==> config.mk <==
export PLATFORM = sky130hd
export DESIGN_NAME = traffic_lights_cmd_seq
export DESIGN_NICKNAME = d
export VERILOG_FILES = /design/src/rtl/traffic_lights_cmd_seq.sv
export SDC_FILE = /design/constraint.sdc
export NUM_CORES = 1
export LEC_CHECK = 0
export CAP_MARGIN = 20
export CORE_ASPECT_RATIO = 0.9
export CORE_MARGIN = 2
export CORE_UTILIZATION = 30
export DETAILED_ROUTE_END_ITERATION = 10
export SLEW_MARGIN = 30
export SYNTH_ARGS = -nofsm -noshare
export SYNTH_HDL_FRONTEND = slang
export SYNTH_SLANG_ARGS = --single-unit
==> constraint.sdc <==
create_clock -name clk_i -period 2.9 [get_ports clk_i]
set_input_delay 0.725 -clock clk_i [delete_from_list [all_inputs] [get_ports clk_i]]
set_output_delay 0.725 -clock clk_i [all_outputs]
set_load 0.05 [all_outputs]
==> src/rtl/traffic_lights_cmd_seq.sv <==
// traffic_lights_cmd_seq: serialises one host request (mode change or full
// timing reconfiguration) into a stream of single-cycle commands for the
// traffic_lights command port. One request is handled at a time; all outputs
// come straight from flops.
module traffic_lights_cmd_seq #(
  parameter int GAP_CYCLES = 1,
  parameter int MIN_TIME   = 1
) (
  input  logic        clk_i,
  input  logic        srst_i,
  input  logic        req_valid_i,
  output logic        req_ready_o,
  input  logic [1:0]  req_op_i,
  input  logic [15:0] req_green_i,
  input  logic [15:0] req_red_i,
  input  logic [15:0] req_yellow_i,
  output logic [2:0]  cmd_type_o,
  output logic        cmd_valid_o,
  output logic [15:0] cmd_data_o,
  output logic        busy_o,
  output logic        err_o
);

  localparam int DATA_W = 16;
  // Gap counter needs to hold the value GAP_CYCLES; keep at least one bit.
  localparam int GW = (GAP_CYCLES > 0) ? $clog2(GAP_CYCLES + 1) : 1;
  localparam logic [GW-1:0]     GAP_LAST    = GW'(GAP_CYCLES);
  localparam logic [DATA_W-1:0] MIN_T       = DATA_W'(MIN_TIME);
  localparam logic [1:0]        OP_RECONFIG = 2'd3;
  localparam logic [2:0]        LAST_IDX    = 3'd4;

  typedef enum logic [1:0] {
    S_IDLE  = 2'd0,
    S_ISSUE = 2'd1,
    S_GAP   = 2'd2
  } state_t;

  state_t              state_q, state_d;
  logic [2:0]          idx_q, idx_d;
  logic [GW-1:0]       gap_q, gap_d;
  logic [1:0]          op_q, op_d;
  logic [DATA_W-1:0]   green_q, green_d;
  logic [DATA_W-1:0]   red_q, red_d;
  logic [DATA_W-1:0]   yellow_q, yellow_d;
  logic                cmd_valid_q, cmd_valid_d;
  logic [2:0]          cmd_type_q, cmd_type_d;
  logic [DATA_W-1:0]   cmd_data_q, cmd_data_d;
  logic                busy_q, busy_d;
  logic                err_q, err_d;
  logic                ready_q, ready_d;
  logic                accept;
  logic [2:0]          nxt_idx;

  // Command code for position idx of the sequence belonging to op.
  // Single-command ops map directly onto codes 0..2; RECONFIG walks
  // UNMANAGED, SET_GREEN, SET_RED, SET_YELLOW, ON.
  function automatic logic [2:0] cmd_code(input logic [1:0] op, input logic [2:0] idx);
    logic [2:0] code;
    if (op != OP_RECONFIG) begin
      code = {1'b0, op};
    end else begin
      case (idx)
        3'd0:    code = 3'd2;
        3'd1:    code = 3'd3;
        3'd2:    code = 3'd4;
        3'd3:    code = 3'd5;
        default: code = 3'd0;
      endcase
    end
    return code;
  endfunction

  // Payload for a command code: the latched time for SET_* codes, zero otherwise.
  function automatic logic [DATA_W-1:0] cmd_payload(input logic [2:0] code,
                                                    input logic [DATA_W-1:0] g,
                                                    input logic [DATA_W-1:0] r,
                                                    input logic [DATA_W-1:0] y);
    logic [DATA_W-1:0] data;
    case (code)
      3'd3:    data = g;
      3'd4:    data = r;
      3'd5:    data = y;
      default: data = '0;
    endcase
    return data;
  endfunction

  // A reconfiguration is only legal when every phase time meets the minimum.
  function automatic logic times_legal(input logic [DATA_W-1:0] g,
                                       input logic [DATA_W-1:0] r,
                                       input logic [DATA_W-1:0] y);
    return (g >= MIN_T) && (r >= MIN_T) && (y >= MIN_T);
  endfunction

  assign accept  = req_valid_i & ready_q;
  assign nxt_idx = idx_q + 3'd1;

  // Next-state and next-output logic for the issue sequencer.
  always_comb begin
    state_d     = state_q;
    idx_d       = idx_q;
    gap_d       = gap_q;
    op_d        = op_q;
    green_d     = green_q;
    red_d       = red_q;
    yellow_d    = yellow_q;
    cmd_valid_d = 1'b0;
    cmd_type_d  = cmd_type_q;
    cmd_data_d  = cmd_data_q;
    err_d       = 1'b0;

    case (state_q)
      S_IDLE: begin
        if (accept) begin
          // Latch the whole request so the host is free to change its inputs.
          op_d     = req_op_i;
          green_d  = req_green_i;
          red_d    = req_red_i;
          yellow_d = req_yellow_i;
          if ((req_op_i == OP_RECONFIG) &&
              !times_legal(req_green_i, req_red_i, req_yellow_i)) begin
            err_d = 1'b1;
          end else begin
            // First command goes out on the cycle right after acceptance;
            // every first command has a zero payload.
            state_d     = S_ISSUE;
            idx_d       = 3'd0;
            cmd_valid_d = 1'b1;
            cmd_type_d  = cmd_code(req_op_i, 3'd0);
            cmd_data_d  = '0;
          end
        end
      end

      S_ISSUE: begin
        if ((op_q != OP_RECONFIG) || (idx_q == LAST_IDX)) begin
          state_d = S_IDLE;
        end else if (GAP_CYCLES > 0) begin
          state_d = S_GAP;
          gap_d   = GW'(1);
          idx_d   = nxt_idx;
        end else begin
          idx_d       = nxt_idx;
          cmd_valid_d = 1'b1;
          cmd_type_d  = cmd_code(op_q, nxt_idx);
          cmd_data_d  = cmd_payload(cmd_code(op_q, nxt_idx), green_q, red_q, yellow_q);
        end
      end

      S_GAP: begin
        // idx_q already points at the next command while idling.
        if (gap_q == GAP_LAST) begin
          state_d     = S_ISSUE;
          cmd_valid_d = 1'b1;
          cmd_type_d  = cmd_code(op_q, idx_q);
          cmd_data_d  = cmd_payload(cmd_code(op_q, idx_q), green_q, red_q, yellow_q);
        end else begin
          gap_d = gap_q + GW'(1);
        end
      end

      default: begin
        state_d = S_IDLE;
      end
    endcase

    ready_d = (state_d == S_IDLE);
    busy_d  = (state_d != S_IDLE);
  end

  // Control and output registers; reset aborts any sequence in flight.
  always_ff @(posedge clk_i) begin
    if (srst_i) begin
      state_q     <= S_IDLE;
      idx_q       <= 3'd0;
      gap_q       <= '0;
      cmd_valid_q <= 1'b0;
      cmd_type_q  <= 3'd0;
      cmd_data_q  <= '0;
      busy_q      <= 1'b0;
      err_q       <= 1'b0;
      ready_q     <= 1'b0;
    end else begin
      state_q     <= state_d;
      idx_q       <= idx_d;
      gap_q       <= gap_d;
      cmd_valid_q <= cmd_valid_d;
      cmd_type_q  <= cmd_type_d;
      cmd_data_q  <= cmd_data_d;
      busy_q      <= busy_d;
      err_q       <= err_d;
      ready_q     <= ready_d;
    end
  end

  // Latched request fields; only meaningful once a request has been accepted.
  always_ff @(posedge clk_i) begin
    op_q     <= op_d;
    green_q  <= green_d;
    red_q    <= red_d;
    yellow_q <= yellow_d;
  end

  assign req_ready_o = ready_q;
  assign cmd_valid_o = cmd_valid_q;
  assign cmd_type_o  = cmd_type_q;
  assign cmd_data_o  = cmd_data_q;
  assign busy_o      = busy_q;
  assign err_o       = err_q;

endmodule

; Word level (Yosys, flattened, before mapping)
; Cells that the tools add are included.
[totals]
regBits = 79
input_bits = 53
output_inout_bits = 23
word_cells = 84
[op_classes]
addsub = 2
n_lt_le_gt_ge = 3
n_eq_ne = 16
mux = 30
n_bitwise = 3
n_reduce_logical = 17
[ops]
columns = operator, count
row1 = "16-bit by 1-bit greater-or-equal comparator with 1-bit output, second input constant", 3
row2 = 16-bit 2-to-1 mux, 3
row3 = 16-bit one-hot mux with 3 select lines, 1
row4 = 16-bit one-hot mux with 2 select lines, 1
row5 = 3-bit 2-to-1 mux, 8
row6 = "2-bit != test, second input constant", 6
row7 = 3-bit one-hot mux with 2 select lines, 2
row8 = 3-bit one-hot mux with 4 select lines, 1
row9 = 2-bit 2-to-1 mux, 5
row10 = "3-bit by 2-bit == test with 1-bit output, second input constant", 3
row11 = "3-bit == test, second input constant", 3
row12 = 4-bit AND reduction, 2
row13 = 2-bit nonzero test, 4
row14 = 1-bit 2-to-1 mux, 6
row15 = 2-bit one-hot mux with 3 select lines, 1
row16 = "2-bit == test, second input constant", 2
row17 = 2-bit zero test, 2
row18 = 1-bit one-hot mux with 2 select lines, 2
row19 = 2-bit AND reduction, 2
row20 = "3-bit by 1-bit adder with 3-bit output, second input constant", 1
row21 = "3-bit by 1-bit == test with 1-bit output, second input constant", 1
row22 = 1-bit logical AND, 3
row23 = 3-bit zero test, 1
row24 = 3-bit OR reduction, 1
row25 = other kinds (6), 7

; Longest topological paths before layout
; Gate-level depths: netlist of the first run.
[logic_depth]
ltp_word = 9
depth_mapped = 9
mapped_depth_nobuf = 7

; Worst setup path before layout of the first run
; OpenSTA, ideal clock, no wires.
[synth_timing]
kind = in2reg
start = input req_valid_i
end = register cmd_data_q[0], in the netlist cmd_data_o[0]
setup_ns = 0.121
arrival_ns = 2.420
t_required_ns = 2.779
setup_slack_ns = 0.360
stages = 7
path_buffers = 2
path_cell_list = and4bb_4 nand2_1 and2_1 buf_2 nand2_4 buf_6 mux2_2
[synth_via]
elab_chain_cells = 3
[synth_lines]
columns = item, line
row1 = from (decl), 11  ; input logic req_valid_i,
row2 = 1-bit AND, 95  ; assign accept = req_valid_i & ready_q;
row3 = 2-bit != test (no line), --
row4 = 4-bit AND reduction (no line), --
row5 = to (signal assigned), 189  ; cmd_data_q <= cmd_data_d;
row6 = to (decl), 47  ; logic [DATA_W-1:0] cmd_data_q, cmd_data_d;
; Every way passes these cells.
; A chain may end at the register's enable or synchronous reset.

; Worst setup path in the final report of the first run
[layout_timing]
start = register idx_q[0]
end = register cmd_data_q[0], in the netlist cmd_data_o[0]
[layout_via]
elab_chain_cells = 9
word_cells_on_any_way = 14
cone_classes = eq/ne (6) / mux (7) / reduce/logical (1)
[layout_lines]
columns = item, line
row1 = from (decl), 39  ; logic [2:0] idx_q, idx_d;
row2 = from (signal assigned), 185  ; idx_q <= idx_d;
row3 = 3-bit by 2-bit == test with 1-bit output (tied with other cells), 62  ; case (idx)
row4 = 3-bit one-hot mux with 4 select lines *, 62
row5 = 3-bit 2-to-1 mux *, 59  ; if (op != OP_RECONFIG) begin
row6 = 3-bit 2-to-1 mux *, --
row7 = 3-bit 2-to-1 mux *, 112  ; case (state_q)
row8 = 3-bit == test / 3-bit by 2-bit == test with 1-bit output (equally long branches), 79  ; case (code)
row9 = 16-bit one-hot mux with 3 select lines *, 79
row10 = 16-bit 2-to-1 mux *, 152  ; if (gap_q == GAP_LAST) begin
row11 = 16-bit one-hot mux with 2 select lines *, 112
; Mark *: on every way between the ends. The rest lies on a longest branch, timed or not. The select of a mux whose other input is x is not followed.

==> impl_metrics.tcl, run 1 <==
set metrics [dict create \
    outcome "finished, final reports clean" \
    antenna_left 0 \
    synth.distinct_cells 37 \
    clock_power_share_pct 46.2 \
    synth_edf_count 50 \
    switchingPower_uw 599 \
    drive_gt1_share_pct 15.3 \
    yosys_warnings 0 \
    internal-power_mw 2.21 \
    seq_area_frac_synth_pct 63.6 \
    async_reset_ff_share_pct 0 \
    wire_per_inst_um 17.9 \
    synth_cells 239 \
    swShare_pct 21.3 \
    drt-initial-drc-count 236 \
    final_hold_viol_count 0 \
    nets 380 \
    rows 36 \
    cts_setup_buffers 0 \
    die_x_um 114 \
    die_y_um 103 \
    r2r_cells 8 \
    p_per_area_mw_per_mm2 621 \
    crit_required_ps 3130 \
    vias 2356 \
    cts_resized 0 \
    htreeDepth 3 \
    tightest_slew_ps 632 \
    whs_endpoint "cmd_type_o[0]" \
    slew_headroom_pct 57.5 \
    ys.flop_type "edfxtp_1" \
    antenna_found_initial 0 \
    irDropWorstVdd_uv 270 \
    track_usage_pct 14.4 \
    stdcell_area_sq_mm 0.00453 \
    combPwrFrac_pct 8.4 \
    syn_area_per_cell_sq_um 13.7 \
    diodes 0 \
    ioPinCount 76 \
    routed_wl_um 8220 \
    layout.cells.non_filler 459 \
    dr.pass1.iters 7 \
    setup-tns-final_ps 0 \
    slew_viol_final 0 \
    grt_pass1_wl_um 12500 \
    initial_core_util_pct 30.6 \
    syn_area_sq_mm 0.00328 \
    period_needed_ps 2580 \
    finalCritPeriodShare_pct 88.9 \
    r2r_start "idx_q[0]" \
    crit_path_end_kind "flop" \
    drc_errors 0 \
    cts_made_buffers 9 \
    clock_latency_ps 330 \
    post-route-util_pct 42.2 \
    cts_tree "built" \
    io_buffer_count 75 \
    placed_cells 444 \
    setup_slack_ps 323 \
    placed_cell_area_sq_mm 0.00418 \
    p_total_mw 2.81 \
    cp_common_cell "nor2_1" \
    min_path_type "reg2reg" \
    fin_hold_ws_ps 473 \
    r2r_setup_slack_ps 320 \
    synthToLayoutAreaGrowth_pct 38.2 \
    place_ws_ps 136 \
    hpwl_um 6020 \
    place.gp.congestion 0.867 \
    cts-root-buf "clkbuf_16" \
    synth_nets 297 \
    cts_sinks 79 \
    pwr-share-seq_pct 45.4 \
    clk_pin_slew_worst_paths_ps 60 \
    reg2reg_to "cmd_data_o[0]" \
    slowest_delay_ps 540 \
    grt_max_degree 35 \
    filler_cell_count 995 \
    core_area_sq_mm 0.0107 \
    rsz0062_at_grt "no" \
    fmax_mhz 388 \
    finalClockSkew_ps 6.80 \
    cts-hold-fix-buffers 0 \
    cp_cell_sequence "inv_1, ha_1, nor2_1, nor4_4, buf_4, a222oi_1, nor2_1, mux2_2" \
    grt_pass1_vias 2286 \
    start_kind "flop" \
    critPathKind "reg2reg" \
    setup_viol 0 \
    cp.arrival_ps 2800 \
    hp-start "cmd_type_o[0]" \
    post_drt_via_cell_ratio 5.13 \
    grt-ovfl-total 0 \
    clock_path_buffers 2 \
    die_area_sq_mm 0.0118 \
    ys_ff_latch 79 \
    power_leakage_nw 1.53 \
    cap_viol_max_count 0 \
    cp_slowest_cell "dfxtp_1" \
    cp_max_fo 17 \
    worstHoldPathCells 2 \
]
worst max path at each step:
stage | to | from | slack [ps] | cells past startpoint
4_1_cts | cmd_data_o[3] | idx_q[0] | 350 | 8
3_5_place_dp | cmd_data_o[11] | req_green_i[13] | 140 | 6
2_1_floorplan | cmd_data_o[0] | req_valid_i | 360 | 7
5_1_grt | cmd_data_o[3] | idx_q[0] | 160 | 8
3_3_place_gp | cmd_data_o[2] | req_green_i[13] | 160 | 6
6_report | cmd_data_o[0] | idx_q[0] | 320 | 8
state kept, by name, indices dropped and copies added, names as in the netlist:
signal,count
cmd_data_o,16
green_q,16
red_q,16
yellow_q,16
cmd_type_o,3
idx_q,3
op_q,2
state_q,2
busy_o,1
cmd_valid_o,1
err_o,1
gap_q,1
req_ready_o,1
cells in the mapped netlist (3+ instances only):
library cell | number | area, sq um
a21oi_1 | 6 | 30.0
a222oi_1 | 16 | 160
a31oi_1 | 4 | 25.0
and2_1 | 4 | 25.0
buf_2 | 3 | 15.0
clkbuf_1 | 3 | 11.3
dfxtp_1 | 29 | 581
edfxtp_1 | 50 | 1500
ha_1 | 5 | 62.6
inv_1 | 5 | 18.8
mux2_2 | 16 | 180
nand2_1 | 6 | 22.5
nand2b_1 | 3 | 18.8
nand4_1 | 4 | 25.0
nor2_1 | 24 | 90.1
nor2b_1 | 17 | 106
nor3b_1 | 3 | 22.5
nor4_1 | 14 | 87.6
o21ai_0 | 5 | 25.0
placed cells by master (no fill, tap or decap), types with 2 or more instances in the layout:
| master | instances |
|---|---|
| clkdlybuf4s50_1 | 75 |
| edfxtp_1 | 50 |
| dfxtp_1 | 29 |
| nor2_1 | 24 |
| nor2b_1 | 17 |
| a222oi_1 | 16 |
| mux2_2 | 16 |
| nor4_1 | 14 |
| clkbuf_16 | 9 |
| buf_4 | 7 |
| nand2_1 | 6 |
| a21oi_1 | 6 |
| inv_1 | 5 |
| o21ai_0 | 5 |
| ha_1 | 5 |
| and2_1 | 4 |
| nand4_1 | 4 |
| a31oi_1 | 4 |
| nand2b_1 | 3 |
| nor3b_1 | 3 |
| bufinv_16 | 3 |
| nor4_4 | 2 |
| a311oi_1 | 2 |
| clkinv_4 | 2 |
cells by family after synthesis:
kind of cell	share of synthesized area, %
muxes	5.50
buffers and inverters	2.52
AOI/OAI and AO/OA	10.1
DFF	63.6
adders and majority gates	1.91
and+or+nand+nor	16.4
layer usage:
metal	GRT usage, %	wire length (um)	vias to the layer above
li1	-	-	1108
met1	19.4	3710	1143
met2	22.3	3840	94
met3	3.29	513	11
met4	6.47	154	0
met5	0	0	-
power by group through the flow:
stage               registers, mW  logic, mW  clock network [mW]
floorplan                    1.32     0.0831                   0
global placement             1.30      0.237                   0
detailed placement           1.30      0.238                   0
CTS                          1.28      0.238                1.31
global route                 1.28      0.253                1.36
finish                       1.28      0.236                1.30
cell type report:
type                            instances  area (sq um)  area share [%]
Tap cell                              133           166            3.68
Timing Repair Buffer                   82           803            17.7
Inverter                                5          18.8           0.415
Clock buffer                            9           225            4.98
Clock inverter                          6           119            2.63
Sequential cell                        79          2080            46.0
Multi-Input combinational cell        145          1110            24.6
worst max-delay path, delay by kind of cell (launching register included):
kind                     cells  cell delay [ps]
flip-flops                   1              540
AO/OA/AOI/OAI                1              500
AND/OR/NAND/NOR              3              480
buffers and inverters        2              370
adder cells (fa/ha/maj)      1              300
multiplexers                 1              270
Power figures use the tool's default switching activity.
==> run 2, diff against run 1 <==
--- a/config.mk
+++ b/config.mk
@@ -9,6 +9,7 @@
 export CORE_ASPECT_RATIO = 0.9
 export CORE_MARGIN = 2
 export CORE_UTILIZATION = 30
+export CTS_CLUSTER_DIAMETER = 40
 export DETAILED_ROUTE_END_ITERATION = 10
 export SLEW_MARGIN = 30
 export SYNTH_ARGS = -nofsm -noshare
==> results of run 2 <==
Same layout as run 1: the final DEF is identical, and so are final timing and power.
